<file path="src/rtl/flappy_pkg.sv">
// flappy_pkg -- shared constants and types for the pipe scroller.
//   Motion constants   : SPEED, PIPE_W, SPACING, WRAP
//   Gap constants      : GAP_H, GAP_MIN
//   LFSR_SEED          : non-zero power-up value of the gap LFSR
//   Reset positions    : per-pipe x0 / y1 (x1 and y0 derive from them)
//   state_t            : IDLE, RUN, DEAD
//   rst_x0 / rst_y1    : index-based lookup of the reset positions
package flappy_pkg;

   localparam logic [9:0] SPEED   = 10'd4;
   localparam logic [9:0] PIPE_W  = 10'd40;
   localparam logic [9:0] SPACING = 10'd240;
   localparam logic [9:0] WRAP    = 10'd720;
   localparam logic [8:0] GAP_H   = 9'd120;
   localparam logic [8:0] GAP_MIN = 9'd60;

   localparam logic [7:0] LFSR_SEED = 8'hA5;

   // Pipes start one SPACING apart so that at most one wraps per step.
   localparam logic [9:0] PIPE1_X0_RST = 10'd400;
   localparam logic [9:0] PIPE2_X0_RST = PIPE1_X0_RST + SPACING;
   localparam logic [9:0] PIPE3_X0_RST = PIPE2_X0_RST + SPACING;

   localparam logic [8:0] PIPE1_Y1_RST = 9'd180;
   localparam logic [8:0] PIPE2_Y1_RST = 9'd120;
   localparam logic [8:0] PIPE3_Y1_RST = 9'd240;

   typedef enum logic [1:0] {
      IDLE = 2'd0,
      RUN  = 2'd1,
      DEAD = 2'd2
   } state_t;

   function automatic logic [9:0] rst_x0(input int idx);
      case (idx)
         0:       rst_x0 = PIPE1_X0_RST;
         1:       rst_x0 = PIPE2_X0_RST;
         default: rst_x0 = PIPE3_X0_RST;
      endcase
   endfunction

   function automatic logic [8:0] rst_y1(input int idx);
      case (idx)
         0:       rst_y1 = PIPE1_Y1_RST;
         1:       rst_y1 = PIPE2_Y1_RST;
         default: rst_y1 = PIPE3_Y1_RST;
      endcase
   endfunction

endpackage

</file>
<file path="src/rtl/lfsr8.sv">
// lfsr8 -- free-running 8-bit Fibonacci LFSR, x^8+x^6+x^5+x^4+1.
//   clk   : system clock
//   reset : synchronous active-high, loads LFSR_SEED
//   q     : current LFSR value, never zero
module lfsr8
   import flappy_pkg::*;
(
   input  logic       clk,
   input  logic       reset,
   output logic [7:0] q
);

   logic [7:0] q_reg;
   logic [7:0] q_next;
   logic       feedback;

   always_comb begin
      // Taps x^8, x^6, x^5, x^4 map onto bits 7, 5, 4, 3.
      feedback = q_reg[7] ^ q_reg[5] ^ q_reg[4] ^ q_reg[3];
      q_next   = {q_reg[6:0], feedback};
      // A maximal-length sequence from a non-zero seed never reaches zero;
      // this guard only recovers from a corrupted register.
      if (q_next == 8'd0) begin
         q_next = LFSR_SEED;
      end
   end

   always_ff @(posedge clk) begin
      if (reset) begin
         q_reg <= LFSR_SEED;
      end else begin
         q_reg <= q_next;
      end
   end

   assign q = q_reg;

endmodule

</file>
<file path="src/rtl/pipe_scroller.sv">
// pipe_scroller -- game FSM plus three horizontally scrolling pipes.
//   clk, reset         : clock and synchronous active-high reset
//   start              : begin a game (IDLE) or return to IDLE (DEAD)
//   step_en            : scroll enable, pipes move only while RUN
//   game_over          : collision flag, ends the game from RUN
//   pipeN_x0 / pipeN_x1: left / right pipe edges (x1 = x0 + PIPE_W)
//   pipeN_y1 / pipeN_y0: gap top / gap bottom (y0 = y1 + GAP_H)
//   running            : 1 only while in RUN
// All outputs come straight from registers.
module pipe_scroller
   import flappy_pkg::*;
(
   input  logic       clk,
   input  logic       reset,
   input  logic       start,
   input  logic       step_en,
   input  logic       game_over,
   output logic [9:0] pipe1_x0,
   output logic [9:0] pipe1_x1,
   output logic [9:0] pipe2_x0,
   output logic [9:0] pipe2_x1,
   output logic [9:0] pipe3_x0,
   output logic [9:0] pipe3_x1,
   output logic [8:0] pipe1_y0,
   output logic [8:0] pipe1_y1,
   output logic [8:0] pipe2_y0,
   output logic [8:0] pipe2_y1,
   output logic [8:0] pipe3_y0,
   output logic [8:0] pipe3_y1,
   output logic       running
);

   state_t     state_reg;
   logic       running_reg;
   logic [7:0] lfsr_q;
   logic       advance;
   logic       reload;

   logic [9:0] x0_q [3];
   logic [9:0] x1_q [3];
   logic [8:0] y0_q [3];
   logic [8:0] y1_q [3];

   lfsr8 u_lfsr (
      .clk   (clk),
      .reset (reset),
      .q     (lfsr_q)
   );

   // game_over has priority over start in RUN simply because start is
   // not looked at there; game_over is ignored outside RUN.
   always_ff @(posedge clk) begin
      if (reset) begin
         state_reg   <= IDLE;
         running_reg <= 1'b0;
      end else begin
         case (state_reg)
            IDLE: begin
               if (start) begin
                  state_reg   <= RUN;
                  running_reg <= 1'b1;
               end
            end
            RUN: begin
               if (game_over) begin
                  state_reg   <= DEAD;
                  running_reg <= 1'b0;
               end
            end
            DEAD: begin
               if (start) begin
                  state_reg   <= IDLE;
                  running_reg <= 1'b0;
               end
            end
            default: begin
               state_reg   <= IDLE;
               running_reg <= 1'b0;
            end
         endcase
      end
   end

   assign advance = (state_reg == RUN) && step_en;
   assign reload  = (state_reg == DEAD) && start;

   generate
      for (genvar gi = 0; gi < 3; gi++) begin : g_pipe
         logic [9:0] x0_reg;
         logic [9:0] x1_reg;
         logic [8:0] y0_reg;
         logic [8:0] y1_reg;
         logic [9:0] x0_next;
         logic [8:0] y1_next;
         logic       wrap;

         always_comb begin
            wrap    = (x0_reg < SPEED);
            // A wrapping pipe re-enters on the right with a fresh gap taken
            // from the LFSR value held before this edge.
            x0_next = wrap ? (x0_reg + (WRAP - SPEED)) : (x0_reg - SPEED);
            y1_next = wrap ? (GAP_MIN + {1'b0, lfsr_q}) : y1_reg;
         end

         always_ff @(posedge clk) begin
            if (reset || reload) begin
               x0_reg <= rst_x0(gi);
               x1_reg <= rst_x0(gi) + PIPE_W;
               y1_reg <= rst_y1(gi);
               y0_reg <= rst_y1(gi) + GAP_H;
            end else if (advance) begin
               x0_reg <= x0_next;
               x1_reg <= x0_next + PIPE_W;
               y1_reg <= y1_next;
               y0_reg <= y1_next + GAP_H;
            end
         end

         assign x0_q[gi] = x0_reg;
         assign x1_q[gi] = x1_reg;
         assign y0_q[gi] = y0_reg;
         assign y1_q[gi] = y1_reg;
      end
   endgenerate

   assign pipe1_x0 = x0_q[0];
   assign pipe1_x1 = x1_q[0];
   assign pipe1_y0 = y0_q[0];
   assign pipe1_y1 = y1_q[0];
   assign pipe2_x0 = x0_q[1];
   assign pipe2_x1 = x1_q[1];
   assign pipe2_y0 = y0_q[1];
   assign pipe2_y1 = y1_q[1];
   assign pipe3_x0 = x0_q[2];
   assign pipe3_x1 = x1_q[2];
   assign pipe3_y0 = y0_q[2];
   assign pipe3_y1 = y1_q[2];
   assign running  = running_reg;

endmodule

</file>
<file path="config.mk">
export PLATFORM = sky130hd
export DESIGN_NAME = pipe_scroller
export DESIGN_NICKNAME = d
export VERILOG_FILES = /design/src/rtl/flappy_pkg.sv /design/src/rtl/lfsr8.sv /design/src/rtl/pipe_scroller.sv
export SDC_FILE = /design/constraint.sdc
export NUM_CORES = 1
export LEC_CHECK = 0
export ABC_AREA = 1
export BUFFER_PORTS_ARGS = -buffer_cell sky130_fd_sc_hd__buf_2
export CORE_MARGIN = 1
export CORE_UTILIZATION = 50
export CTS_CLUSTER_DIAMETER = 150
export DETAILED_ROUTE_END_ITERATION = 10
export GPL_ROUTABILITY_DRIVEN = 0
export HOLD_SLACK_MARGIN = 0.03
export PLACE_DENSITY = 0.87
export SYNTH_ARGS = -nofsm -noshare
export SYNTH_HDL_FRONTEND = slang
export SYNTH_HIERARCHICAL = 1
export SYNTH_SLANG_ARGS = --single-unit
</file>
<file path="constraint.sdc">
create_clock -name clk -period 3.5 [get_ports clk]
set_input_delay 0.525 -clock clk [delete_from_list [all_inputs] [get_ports clk]]
set_output_delay 0.525 -clock clk [all_outputs]
set_load 0.02 [all_outputs]
</file>
== After elaboration in Yosys (flattened, before gate mapping) ==
Cells that the tools add are included.

* Register bits: 125
* Output and inout bits: 115
* Input bits: 5
* Logic and storage cells: 60

* $lt $le $gt $ge: 3
* Reductions and logical operators: 7
* Equal/unequal tests: 5
* Mux-type cells: 14
* Bitwise gates (word level): 3
* Add/subtract/negate cells: 13

{| class="wikitable"
|+ Operator list
! cell !! number
|-
| 10-bit adder, second input constant || 3
|-
| 10-bit by 6-bit adder with 10-bit output, second input constant || 3
|-
| 10-bit by 3-bit < comparator with 1-bit output, second input constant || 3
|-
| 10-bit two-way mux || 3
|-
| 10-bit by 3-bit subtractor with 10-bit output, second input constant || 3
|-
| 9-bit by 7-bit adder with 9-bit output, second input constant || 3
|-
| 9-bit two-way mux || 3
|-
| 6-bit by 8-bit adder with 9-bit output, first input constant || 1
|-
| 8-bit logical NOT || 1
|-
| 2-bit two-way mux || 3
|-
| 2-bit inequality test, second input constant || 3
|-
| 2-bit one-hot mux with 3 select lines || 1
|-
| 1-bit two-way mux || 3
|-
| 1-bit one-hot mux with 3 select lines || 1
|-
| 3-bit AND reduction || 1
|-
| 1-bit XOR || 3
|-
| 2-bit by 1-bit == test with 1-bit output, second input constant || 1
|-
| 2-bit == test, second input constant || 1
|-
| 1-bit logical AND || 2
|-
| 2-bit logical NOT || 1
|-
| 2-bit OR reduction || 1
|-
| 1-bit logical OR || 1
|}

== Depth between registers and ports, before layout ==
Gate-level depths: netlist of run 1.

* Depth after elaboration: 5
* Gate-level depth with buffers: 17
* Depth with buffers taken out: 16

== Hierarchy ==
The synthesis of run 1 kept the hierarchy.

{| class="wikitable"
|+ Modules (own cells, without submodules)
! module !! times used !! cells an instance !! area each (µm²) !! seq. area each (µm²)
|-
| pipe_scroller || 1 || 694 || 4,927.2 || 1,841.8
|-
| lfsr8 || 1 || 46 || 326.6 || 160.2
|}

== Worst setup path before layout of run 1 ==
No wires, ideal clock.

* Path type: reg2reg
* Start point: register g_pipe[0].x0_reg[2] (netlist: pipe1_x0[2])
* End point: register g_pipe[0].y0_reg[7] (netlist: pipe1_y0[7])
* Setup time: 109 ps
* Setup slack: 1,384 ps
* Data required time: 3,391 ps
* Data arrival time: 2,008 ps
* Clock period less this slack: 2,116 ps
* Path buffers: 0
* Stages on the path, launching flop included: 14
* Path through: dfxtp_1 inv_1 ha_1 nand3_4 nor2_8 o21ai_0 ha_1 inv_1 nor2_1 nand2_1 nand2_1 nand3_1 nand2_1 inv_1

* Word-level cells in the longest chain between the ends: 3

{| class="wikitable"
|+ Ends and longest elaborated chain
! what !! RTL line !! source
|-
| start, declared || pipe_scroller.sv:89 || <nowiki>logic [9:0] x0_reg;</nowiki>
|-
| start signal, assigned || pipe_scroller.sv:107 || <nowiki>x0_reg <= rst_x0(gi);</nowiki>
|-
| start signal, assigned || pipe_scroller.sv:112 || <nowiki>x0_reg <= x0_next;</nowiki>
|-
| 10-bit by 3-bit < comparator with 1-bit output || pipe_scroller.sv:98 || <nowiki>wrap = (x0_reg < SPEED);</nowiki>
|-
| 9-bit two-way mux || pipe_scroller.sv:102 || <nowiki>y1_next = wrap ? (GAP_MIN + {1'b0, lfsr_q}) : y1_reg;</nowiki>
|-
| 9-bit by 7-bit adder with 9-bit output || pipe_scroller.sv:115 || <nowiki>y0_reg <= y1_next + GAP_H;</nowiki>
|-
| end signal, assigned || pipe_scroller.sv:110 || <nowiki>y0_reg <= rst_y1(gi) + GAP_H;</nowiki>
|-
| end signal, assigned || pipe_scroller.sv:115 ||
|-
| end, declared || pipe_scroller.sv:91 || <nowiki>logic [8:0] y0_reg;</nowiki>
|}

Every way passes these cells.
A chain may end at the register's enable or synchronous reset.

== Final worst setup path of run 1 ==
* Start point: register g_pipe[2].x0_reg[2] (netlist: pipe3_x0[2])
* End point: register g_pipe[2].x1_reg[9] (netlist: pipe3_x1[9])

* Word-level cells in the longest chain between the ends: 3
* Elaborated cells on any way between the ends: 5
* Those cells by class: add/sub (3); order compare (1); mux (1)

{| class="wikitable"
|+ Ends and longest elaborated chain
! what !! RTL line !! source
|-
| start, declared || pipe_scroller.sv:89 ||
|-
| start signal, assigned || pipe_scroller.sv:107 ||
|-
| start signal, assigned || pipe_scroller.sv:112 ||
|-
| 10-bit by 3-bit subtractor with 10-bit output, or another cell as far along || pipe_scroller.sv:101 || <nowiki>x0_next = wrap ? (x0_reg + (WRAP - SPEED)) : (x0_reg - SPEED);</nowiki>
|-
| 10-bit two-way mux (*) || pipe_scroller.sv:101 ||
|-
| named net g_pipe[2].x0_next[2] || pipe_scroller.sv:93 || <nowiki>logic [9:0] x0_next;</nowiki>
|-
| 10-bit by 6-bit adder with 10-bit output (*) || pipe_scroller.sv:113 || <nowiki>x1_reg <= x0_next + PIPE_W;</nowiki>
|-
| end signal, assigned || pipe_scroller.sv:108 || <nowiki>x1_reg <= rst_x0(gi) + PIPE_W;</nowiki>
|-
| end signal, assigned || pipe_scroller.sv:113 ||
|-
| end, declared || pipe_scroller.sv:90 || <nowiki>logic [9:0] x1_reg;</nowiki>
|}

The timed path passes the listed nets; every way through them passes the cells marked *.

==> results of run 1 <==
path summary, 6_finish.rpt:
kind | start | end | slack [ns] | depth (start not counted)
setup / recovery | pipe3_x0[2]$_SDFFE_PP0P_ | pipe3_x1[9]$_SDFFE_PP1P_ | 1.34 | 13
hold / removal | reset | state_reg[1]$_SDFFE_PP0P_ | 0.36 | 2
setup reg to reg | pipe3_x0[2]$_SDFFE_PP0P_ | pipe3_x1[9]$_SDFFE_PP1P_ | 1.34 | 13
hold reg to reg | pipe3_y0[3]$_SDFFE_PP1P_ | pipe3_y0[3]$_SDFFE_PP1P_ | 0.45 | 2
through the flow:
stage / area, um2 / setup slack, ns / hold slack, ns
floorplan: 5295 / 1.384 / 0.4168
global placement: 5748 / 1.439 / 0.4326
detailed placement: 5748 / 1.373 / 0.4354
CTS: 5946 / 1.349 / 0.3429
global route: 5946 / 1.075 / 0.3623
finish: 5946 / 1.337 / 0.3581
report_power, final:
| part | switching [mW] | internal [mW] | total [mW] |
|---|---|---|---|
| clock network | 0.394 | 0.349 | 0.743 |
| registers | 0.0535 | 1.20 | 1.25 |
| logic | 0.331 | 0.153 | 0.485 |
| total | 0.779 | 1.70 | 2.48 |
cell families (layout without fill, tap and decap cells):
family	count (synthesis)	after routing	synth area share (%)
adders and majority gates	11	11	2.620
other	1	12	0.07138
buffers and inverters	154	233	13.27
and+or+nand+nor	310	310	27.15
AOI/OAI and AO/OA	149	149	16.15
xor gates and xnor gates	15	15	2.644
DFF	100	100	38.10
cells in the mapped netlist, types with 3 or more instances:
master    number  share of area (%)
o21ai_1        5               0.48
or2_2          3               0.36
buf_2          8               0.76
nand3_1       48                4.6
nand2_4        4               0.86
nor2_2         5               0.60
or2_1          3               0.36
a21oi_1       58                5.5
o21ai_0       48                4.6
nor2_1        57                4.1
nand2_1      162                 12
inv_1         97                6.9
buf_4         25                3.6
inv_2          7               0.50
o211ai_1      17                2.4
o21a_1        10                1.4
o21bai_1       3               0.43
nand2_2        7               0.83
nand4_1        6               0.71
ha_1          11                2.6
clkbuf_1      13               0.93
nor2_4         5                1.1
xnor2_1        3               0.50
dfxtp_1      100                 38
nand3b_1       3               0.43
o21ai_2        3               0.50
nand3_2        3               0.57
xor2_1        11                1.8
final cells by class:
cell class | instances | area, um2
tap | 136 | 170.2
fill | 991 | 4332
sequential | 100 | 2002
inverter | 105 | 394.1
timing repair buffer | 113 | 580.6
multi-input combinational | 497 | 2601
clock buffer | 10 | 137.6
clock inverter | 5 | 60.06
routing by layer:
metal	share of wire [%]	GRT usage (%)	up-vias
met5	0	0	-
met4	1.2	5.918	0
met3	8.0	4.574	14
met2	46	40.07	188
met1	44	31.53	2217
li1	-	-	2509
==> results_dict.tcl, run 1 <==
set metrics [dict create \
    rsz0062_at_grt "false" \
    overall_die_area_mm2 0.01092 \
    p_leak_nw 2.976 \
    final_cycle_share_pct 61.80 \
    synth.distinct_cells 39 \
    post_synth_instance_area_mm2 0.005254 \
    routed-via-count 4928 \
    holdBufCountCts 0 \
    buffer_ports.inserted 107 \
    core-area_mm2 0.01028 \
    worst-path-buf-inv 2 \
    max_clock_freq_ghz 0.4623 \
    firstDrtPassIters 5 \
    ys.flop_type "dfxtp_1" \
    critPathKind "reg2reg" \
    worst_skew_pair.late_latency_ns 0.36 \
    synth_enable_flop_cells 0 \
    first_global_vias 4582 \
    cts.root.buffer_cell "clkbuf_8" \
    die_width_um 104.5 \
    cts.sinks 100 \
    max_transition_margin_pct 64.98 \
    finalWorstPathRequiredPeriod_ns 2.163 \
    timing.critical_path.cells "inv_1 -> ha_1 -> nand2_1 -> nor2_1 -> nand2_1 -> nand2_1 -> inv_1 -> ha_1 -> or2_1 -> nand3_1 -> nor2_1 -> nand2_1 -> nand3_1" \
    grt_use_total_pct 23.92 \
    run_status "completed" \
    hold_viol_final 0 \
    drv.max_cap_violation_count 0 \
    critPathLaunchType "flop" \
    asyncSetResetFlopFracSynth_pct 0 \
    max-vdd-ir-drop_mv 0.2670 \
    syn_avg_cell_area_um2 7.100 \
    timing.final.setup_violations 0 \
    cts_tree "built" \
    layout.cells.most_common_list "162 x nand2_1, 107 x buf_2, 100 x dfxtp_1" \
    inserted_diodes 0 \
    required_ns 3.75 \
    power.total_mw 2.477 \
    cp.arrival_ns 2.41 \
    largest_net_degree_at_the_start_of_global_routing 49 \
    postSynthRegisterBits 100 \
    synthToLayoutAreaGrowth_pct 13.17 \
    final_util_pct 57.85 \
    grt_pass1_wl_mm 21.39 \
    route.final.wire_length_mm 12.32 \
    crit_family "simple AND/OR/NAND/NOR gates" \
    layout_commonest_cell "nand2_1" \
    overflow 0 \
    cpMostUsedCell "nand2_1" \
    cts_resized 0 \
    tns_ns 0 \
    hold_path.class "in2reg" \
    cts_inserted_buffers 9 \
    synthesis.yosys.warnings 6 \
    max_stage_delay_cell_worst_path "dfxtp_1" \
    core.rowCount 37 \
    drt_iter0_markers 253 \
    clk_pin_slew_worst_paths_ns 0.10 \
    fin_worst_skew_ns 0.01186 \
    syn_inst 740 \
    detailed_place_hpwl_mm 9.090 \
    initial_core_util_pct 51.12 \
    crit_path_max_incr_delay_ns 0.33 \
    route.detailed.wl_per_inst_um 12.75 \
    layout-drive-gt1-share_pct 20.60 \
    design.portCount 120 \
    drtAntennaViolNets 0 \
    final-max-slew-violation-count 0 \
    die-height_um 104.5 \
    critical_path.endpoint_type "flop" \
    placed_cells_incl_taps 951 \
    worst-slew-pin-transition_ns 0.5234 \
    instances_no_fill 966 \
    max-clock-path-buffers 2 \
    initial_antenna_violation_count 0 \
    yosysSeqAreaShare_pct 38.10 \
    drc 0 \
    cts.repair_timing.setup_buffer_count 0 \
    viasPerCell 5.101 \
    fin_nets 842 \
    power.density_mw_per_mm2 416.6 \
    timing.critical_path.fanout_max 6 \
    ctsHtreeMaxLevel 3 \
]
Note: power is estimated with default switching activity, not from simulation.
==> run 2, diff against run 1 <==
Clock period 3.5 ns to 2 ns, I/O delays scaled along.
==> results_dict.tcl, run 2 (synthesis results as in run 1) <==
set metrics [dict create \
    run_status "completed" \
    final_cycle_share_pct 95.56 \
    synthToLayoutAreaGrowth_pct 19.27 \
    worst_skew_pair.late_latency_ns 0.36 \
    route.final.wire_length_mm 13.07 \
    timing.final.setup_violations 0 \
    pnr_worst_setup_slack_ns 0.08872 \
    layout-drive-gt1-share_pct 25.61 \
    rrSetupSlack_ns 0.09 \
    layout.cells.most_common_list "159 x nand2_1, 107 x buf_2, 97 x dfxtp_1" \
    hold_viol_final 0 \
    clk_pin_slew_worst_paths_ns 0.10 \
    fin_nets 866 \
    required_ns 2.26 \
    r2r_end "pipe3_y0[7]$_SDFFE_PP0P_" \
    overall_die_area_mm2 0.01092 \
    max-vdd-ir-drop_mv 0.4847 \
    die-height_um 104.5 \
    wl_met3_um 834 \
    combinationalPowerShare_pct 20.9 \
    cts.sinks 100 \
    fillers 985 \
    drt_iter0_markers 192 \
    first_global_vias 4571 \
    power.share.clock_pct 30.0 \
    cts_tree "built" \
    design_area_mm2 0.006266 \
    final-max-slew-violation-count 0 \
    min_to "state_reg[1]$_SDFFE_PP0P_" \
    wirelength_met1_mm 5.762 \
    holdBufCountCts 0 \
    viasPerCell 5.120 \
    inserted_diodes 0 \
    max_clock_freq_ghz 0.5232 \
    rsz0062_at_grt "true" \
    critPathLaunchType "flop" \
    worst_r2r_path_depth 13 \
    die_width_um 104.5 \
    highest_layer "met4" \
    initial_antenna_violation_count 0 \
    placed_cell_areas_mm2 0.005897 \
    fin_worst_skew_ns 0.01507 \
    finalWorstPathRequiredPeriod_ns 1.911 \
    critical_path.endpoint_type "flop" \
    hold_path.class "in2reg" \
    detailed_place_hpwl_mm 9.218 \
    hold_ws_ns 0.1227 \
    drtAntennaViolNets 0 \
    holdCritStartpoint "reset" \
    initial_core_util_pct 51.12 \
    drv.max_cap_violation_count 0 \
    post-place-ws_ns -0.03655 \
    drc 0 \
    internal_power_mw 3.032 \
    ctsHtreeMaxLevel 3 \
    cts_inserted_buffers 9 \
    regToRegStartpoint "pipe3_x0[9]$_SDFFE_PP1P_" \
    buffer_ports.inserted 107 \
    firstDrtPassIters 5 \
    overflow 0 \
    core-area_mm2 0.01028 \
    netSwitchingPower_mw 1.422 \
    netSwitchingFraction_pct 31.93 \
    p_leak_nw 3.124 \
    worst_hold_path.num_cells 2 \
    core.rowCount 37 \
    largest_net_degree_at_the_start_of_global_routing 49 \
    grt_pass1_wl_mm 21.22 \
    power.density_mw_per_mm2 710.8 \
    timing.critical_path.fanout_max 5 \
    cts.root.buffer_cell "clkbuf_8" \
    power.total_mw 4.454 \
    tns_ns 0 \
    layout_commonest_cell "nand2_1" \
    critPathKind "reg2reg" \
    grt_use_total_pct 23.88 \
    routed-via-count 5074 \
    route.detailed.wl_per_inst_um 13.18 \
    cp.arrival_ns 2.17 \
    max-clock-path-buffers 2 \
    routed-wl-met2_mm 6.239 \
    p_seq_share_pct 49.0 \
    design.portCount 120 \
]
-- run 2: worst max-delay path by stage --
| stage | start | end | cells past startpoint |
|---|---|---|---|
| final | pipe3_x0[9]$_SDFFE_PP1P_ | pipe3_y0[7]$_SDFFE_PP0P_ | 13 |
| after global routing | pipe3_x0[3]$_SDFFE_PP0P_ | pipe3_y0[7]$_SDFFE_PP0P_ | 14 |
| after CTS | pipe1_x0[2]$_SDFFE_PP0P_ | pipe1_y0[7]$_SDFFE_PP0P_ | 16 |
| after detailed placement | pipe1_x0[2]$_SDFFE_PP0P_ | pipe1_x1[9]$_SDFFE_PP0P_ | 12 |
| after global placement | pipe2_x0[2]$_SDFFE_PP0P_ | pipe2_x1[7]$_SDFFE_PP1P_ | 16 |
| after floorplan | pipe1_x0[3]$_SDFFE_PP0P_ | pipe1_y0[7]$_SDFFE_PP0P_ | 17 |
-- run 2: cell type report --
class / instances / area (um2) / share of cell area [%]
Multi-Input combinational cell: 498 / 2701 / 43.11
Sequential cell: 100 / 2006 / 32.01
Timing Repair Buffer: 136 / 778.2 / 12.42
Inverter: 105 / 404.1 / 6.450
Tap cell: 136 / 170.2 / 2.716
Clock buffer: 10 / 137.6 / 2.196
Clock inverter: 6 / 68.82 / 1.098
-- run 2: metal layers --
| layer | track usage [%] | vias up |
|---|---|---|
| met4 | 8.061 | 0 |
| met3 | 4.887 | 18 |
| li1 | - | 2559 |
| met5 | 0 | - |
| met2 | 40.16 | 162 |
| met1 | 30.35 | 2335 |
-- run 2: stage by stage --
| step | utilization (%) | cells |
|---|---|---|
| 2_1_floorplan | - | 751 |
| 3_3_place_gp | 57.38 | 967 |
| 3_5_place_dp | 57.38 | 967 |
| 4_1_cts | 59.45 | 983 |
| 5_1_grt | 60.97 | 991 |
| 6_report | 60.97 | 991 |
-- run 2: power by group through the flow --
stage | sequential, mW | clock, mW | combinational [mW]
after floorplan | 2.32 | 0 | 0.542
after global placement | 2.22 | 0 | 0.866
after detailed placement | 2.23 | 0 | 0.881
after CTS | 2.18 | 1.38 | 0.888
after global routing | 2.20 | 1.45 | 1.04
final | 2.18 | 1.34 | 0.932
-- run 2: critical path, stage by stage (launching register included) --
cell	delay, ns
dfxtp_1	0.37
nor2_1	0.18
nand2_2	0.16
nor2_4	0.21
nor2_1	0.08
a21oi_2	0.15
inv_1	0.09
ha_2	0.19
nand3_1	0.10
inv_1	0.04
nand2_1	0.06
nand3_1	0.08
nand2_1	0.06
inv_1	0.03
-- run 2: repair_timing --
item,CTS,global route
pin swaps,1,6
gates resized for setup,3,30
buffers inserted,0,7
cloned,0,1
endpoints found under the setup margin,3,12
==> run 3, diff against run 2 <==
Settings changed: CORE_ASPECT_RATIO set to 1.75, REMOVE_ABC_BUFFERS set to 1.
==> results_dict.tcl, run 3 (synthesis results as in run 1) <==
set metrics [dict create \
    run_status "completed" \
    critical_path.endpoint_type "flop" \
    fillers 875 \
    multi_input_comb_area_mm2 0.002688 \
    critPathKind "reg2reg" \
    hold_path.class "in2reg" \
    netSwitchingFraction_pct 29.51 \
    max-clock-path-buffers 2 \
    drc 0 \
    cts.sinks 100 \
    final_cycle_share_pct 95.57 \
    initial_core_util_pct 51.31 \
    tns_ns 0 \
    first_global_vias 4827 \
    drtAntennaViolNets 0 \
    max_clock_freq_ghz 0.5232 \
    die-height_um 137.6 \
    viasPerCell 5.222 \
    max_transition_margin_pct 64.18 \
    finalWorstPathRequiredPeriod_ns 1.911 \
    drt_iter0_markers 296 \
    r2r_end "pipe2_x1[7]$_SDFFE_PP1P_" \
    clk_pin_slew_worst_paths_ns 0.06 \
    fin_worst_skew_ns 0.005630 \
    hold_ws_ns 0.1568 \
    p_leak_nw 3.187 \
    firstDrtPassIters 4 \
    worst-slew-pin-transition_ns 0.5356 \
    worst-path-buf-inv 4 \
    critPathLaunchType "flop" \
    cp.arrival_ns 2.15 \
    grt_use_total_pct 24.45 \
    overflow 0 \
    power.share.clock_pct 36.0 \
    combinationalPowerShare_pct 19.5 \
    crit_family "simple AND/OR/NAND/NOR gates" \
    internal_power_mw 3.458 \
    route.detailed.wl_per_inst_um 13.41 \
    worst_skew_pair.late_latency_ns 0.35 \
    min_to "state_reg[1]$_SDFFE_PP0P_" \
    power.density_mw_per_mm2 771.3 \
    inserted_diodes 0 \
    rrSetupSlack_ns 0.09 \
    design.portCount 120 \
    required_ns 2.24 \
    holdBufCountCts 0 \
    layout.cells.most_common_list "158 x nand2_1, 107 x buf_2, 99 x dfxtp_1" \
    ff_latch_area_mm2 0.002003 \
    detailed_place_hpwl_mm 9.210 \
    regToRegStartpoint "pipe2_x0[3]$_SDFFE_PP0P_" \
    worst_r2r_path_depth 16 \
    core.rowCount 49 \
    max-vdd-ir-drop_mv 0.4671 \
    grt_pass1_wl_mm 20.87 \
    timing.critical_path.cells "inv_2 -> ha_4 -> nand2_2 -> inv_2 -> nand2_1 -> nor2_2 -> nand2_1 -> nand2_1 -> inv_1 -> ha_1 -> inv_1 -> nand2_2 -> nand2_2 -> nor3_1 -> a21oi_1 -> nand2_1" \
    p_seq_share_pct 44.4 \
    overall_die_area_mm2 0.01094 \
    power.total_mw 4.905 \
    layout_commonest_cell "nand2_1" \
    cts.root.buffer_cell "clkbuf_16" \
    final-max-slew-violation-count 0 \
    netSwitchingPower_mw 1.448 \
    routed-via-count 5133 \
    hold_viol_final 0 \
    cts_tree "built" \
    layout-drive-gt1-share_pct 25.70 \
    die_width_um 79.49 \
    synthToLayoutAreaGrowth_pct 21.05 \
    post-place-ws_ns -0.07534 \
    cts_inserted_buffers 9 \
    core-area_mm2 0.01024 \
    buffer_ports.inserted 107 \
    timing.final.setup_violations 0 \
    holdCritStartpoint "reset" \
    worst_hold_path.num_cells 2 \
    max_stage_delay_cell_worst_path "dfxtp_1" \
    initial_antenna_violation_count 0 \
    ctsHtreeMaxLevel 3 \
    pnr_worst_setup_slack_ns 0.08868 \
    timing.critical_path.fanout_max 4 \
    crit_path_max_incr_delay_ns 0.33 \
    fin_nets 868 \
    drv.max_cap_violation_count 0 \
    route.final.wire_length_mm 13.18 \
    largest_net_degree_at_the_start_of_global_routing 49 \
    cpMostUsedCell "nand2_1" \
]
[run 3: cell types whose count changed in the layout (fill, tap and decap cells not counted), moves of 3 or more]
| cell | change |
|---|---|
| clkbuf_16 | +9 |
| clkbuf_8 | -8 |
| inv_2 | +5 |
| inv_6 | -3 |
| o21ai_1 | -3 |
[run 3: worst max-delay path by stage]
stage / cells after the start / end / slack, ns / start
final: 16 / pipe2_x1[7]$_SDFFE_PP1P_ / 0.09 / pipe2_x0[3]$_SDFFE_PP0P_
after global routing: 14 / pipe3_y0[7]$_SDFFE_PP0P_ / -0.03 / pipe3_x0[2]$_SDFFE_PP0P_
after CTS: 16 / pipe1_y0[7]$_SDFFE_PP0P_ / 0.003 / pipe1_x0[2]$_SDFFE_PP0P_
after detailed placement: 13 / pipe1_y0[7]$_SDFFE_PP0P_ / -0.08 / pipe1_x0[2]$_SDFFE_PP0P_
after global placement: 13 / pipe1_y0[7]$_SDFFE_PP0P_ / 0.01 / pipe1_x0[2]$_SDFFE_PP0P_
after floorplan: 6 / pipe2_x1[6]$_SDFFE_PP0P_ / -1.98 / state_reg[0]$_SDFFE_PP0P_
[run 3: power by group through the flow]
stage | combinational (mW) | clock [mW] | sequential, mW
after global routing | 1.05 | 1.86 | 2.19
final | 0.958 | 1.77 | 2.18
after detailed placement | 0.897 | 0 | 2.22
after global placement | 0.880 | 0 | 2.22
after floorplan | 0.500 | 0 | 2.33
after CTS | 0.915 | 1.79 | 2.18
[run 3: worst reg2reg max path: cells and delay by family (launching register included)]
kind | cells | cell delay (ns)
flops | 1 | 0.33
fa+ha+maj | 2 | 0.34
simple gates | 9 | 0.71
compound gates | 1 | 0.13
buf+inv | 4 | 0.31
[run 3: what timing repair did]
action	CTS	global route
pin swaps	1	7
buffers inserted	0	7
endpoints found under the setup margin	5	23
endpoints found under the hold margin	0	0
resized for setup	7	22
[run 3: through the flow]
stage          std cells  util [%]  cell area (um2)
2_1_floorplan        702         -             4992
3_3_place_gp         961     57.79             5917
3_5_place_dp         961     57.79             5917
4_1_cts              976     60.89             6235
5_1_grt              983     62.12             6360
6_report             983     62.12             6360
[run 3: layout make-up]
class | instances | share of cell area, %
repair buffers | 139 | 12.79
clock inverters | 3 | 0.7279
clock buffers | 12 | 4.033
well taps | 127 | 2.499
multi-input cells | 497 | 42.26
flip-flops and latches | 100 | 31.50
inverters | 105 | 6.197
[run 3: routing by layer]
| layer | track usage [%] | vias up | routed length [um] |
|---|---|---|---|
| met5 | 0 | - | 0 |
| met4 | 15.76 | 0 | 693 |
| met3 | 4.040 | 51 | 674 |
| met2 | 44.82 | 179 | 6841 |
| met1 | 25.02 | 2343 | 4973 |
| li1 | - | 2560 | - |
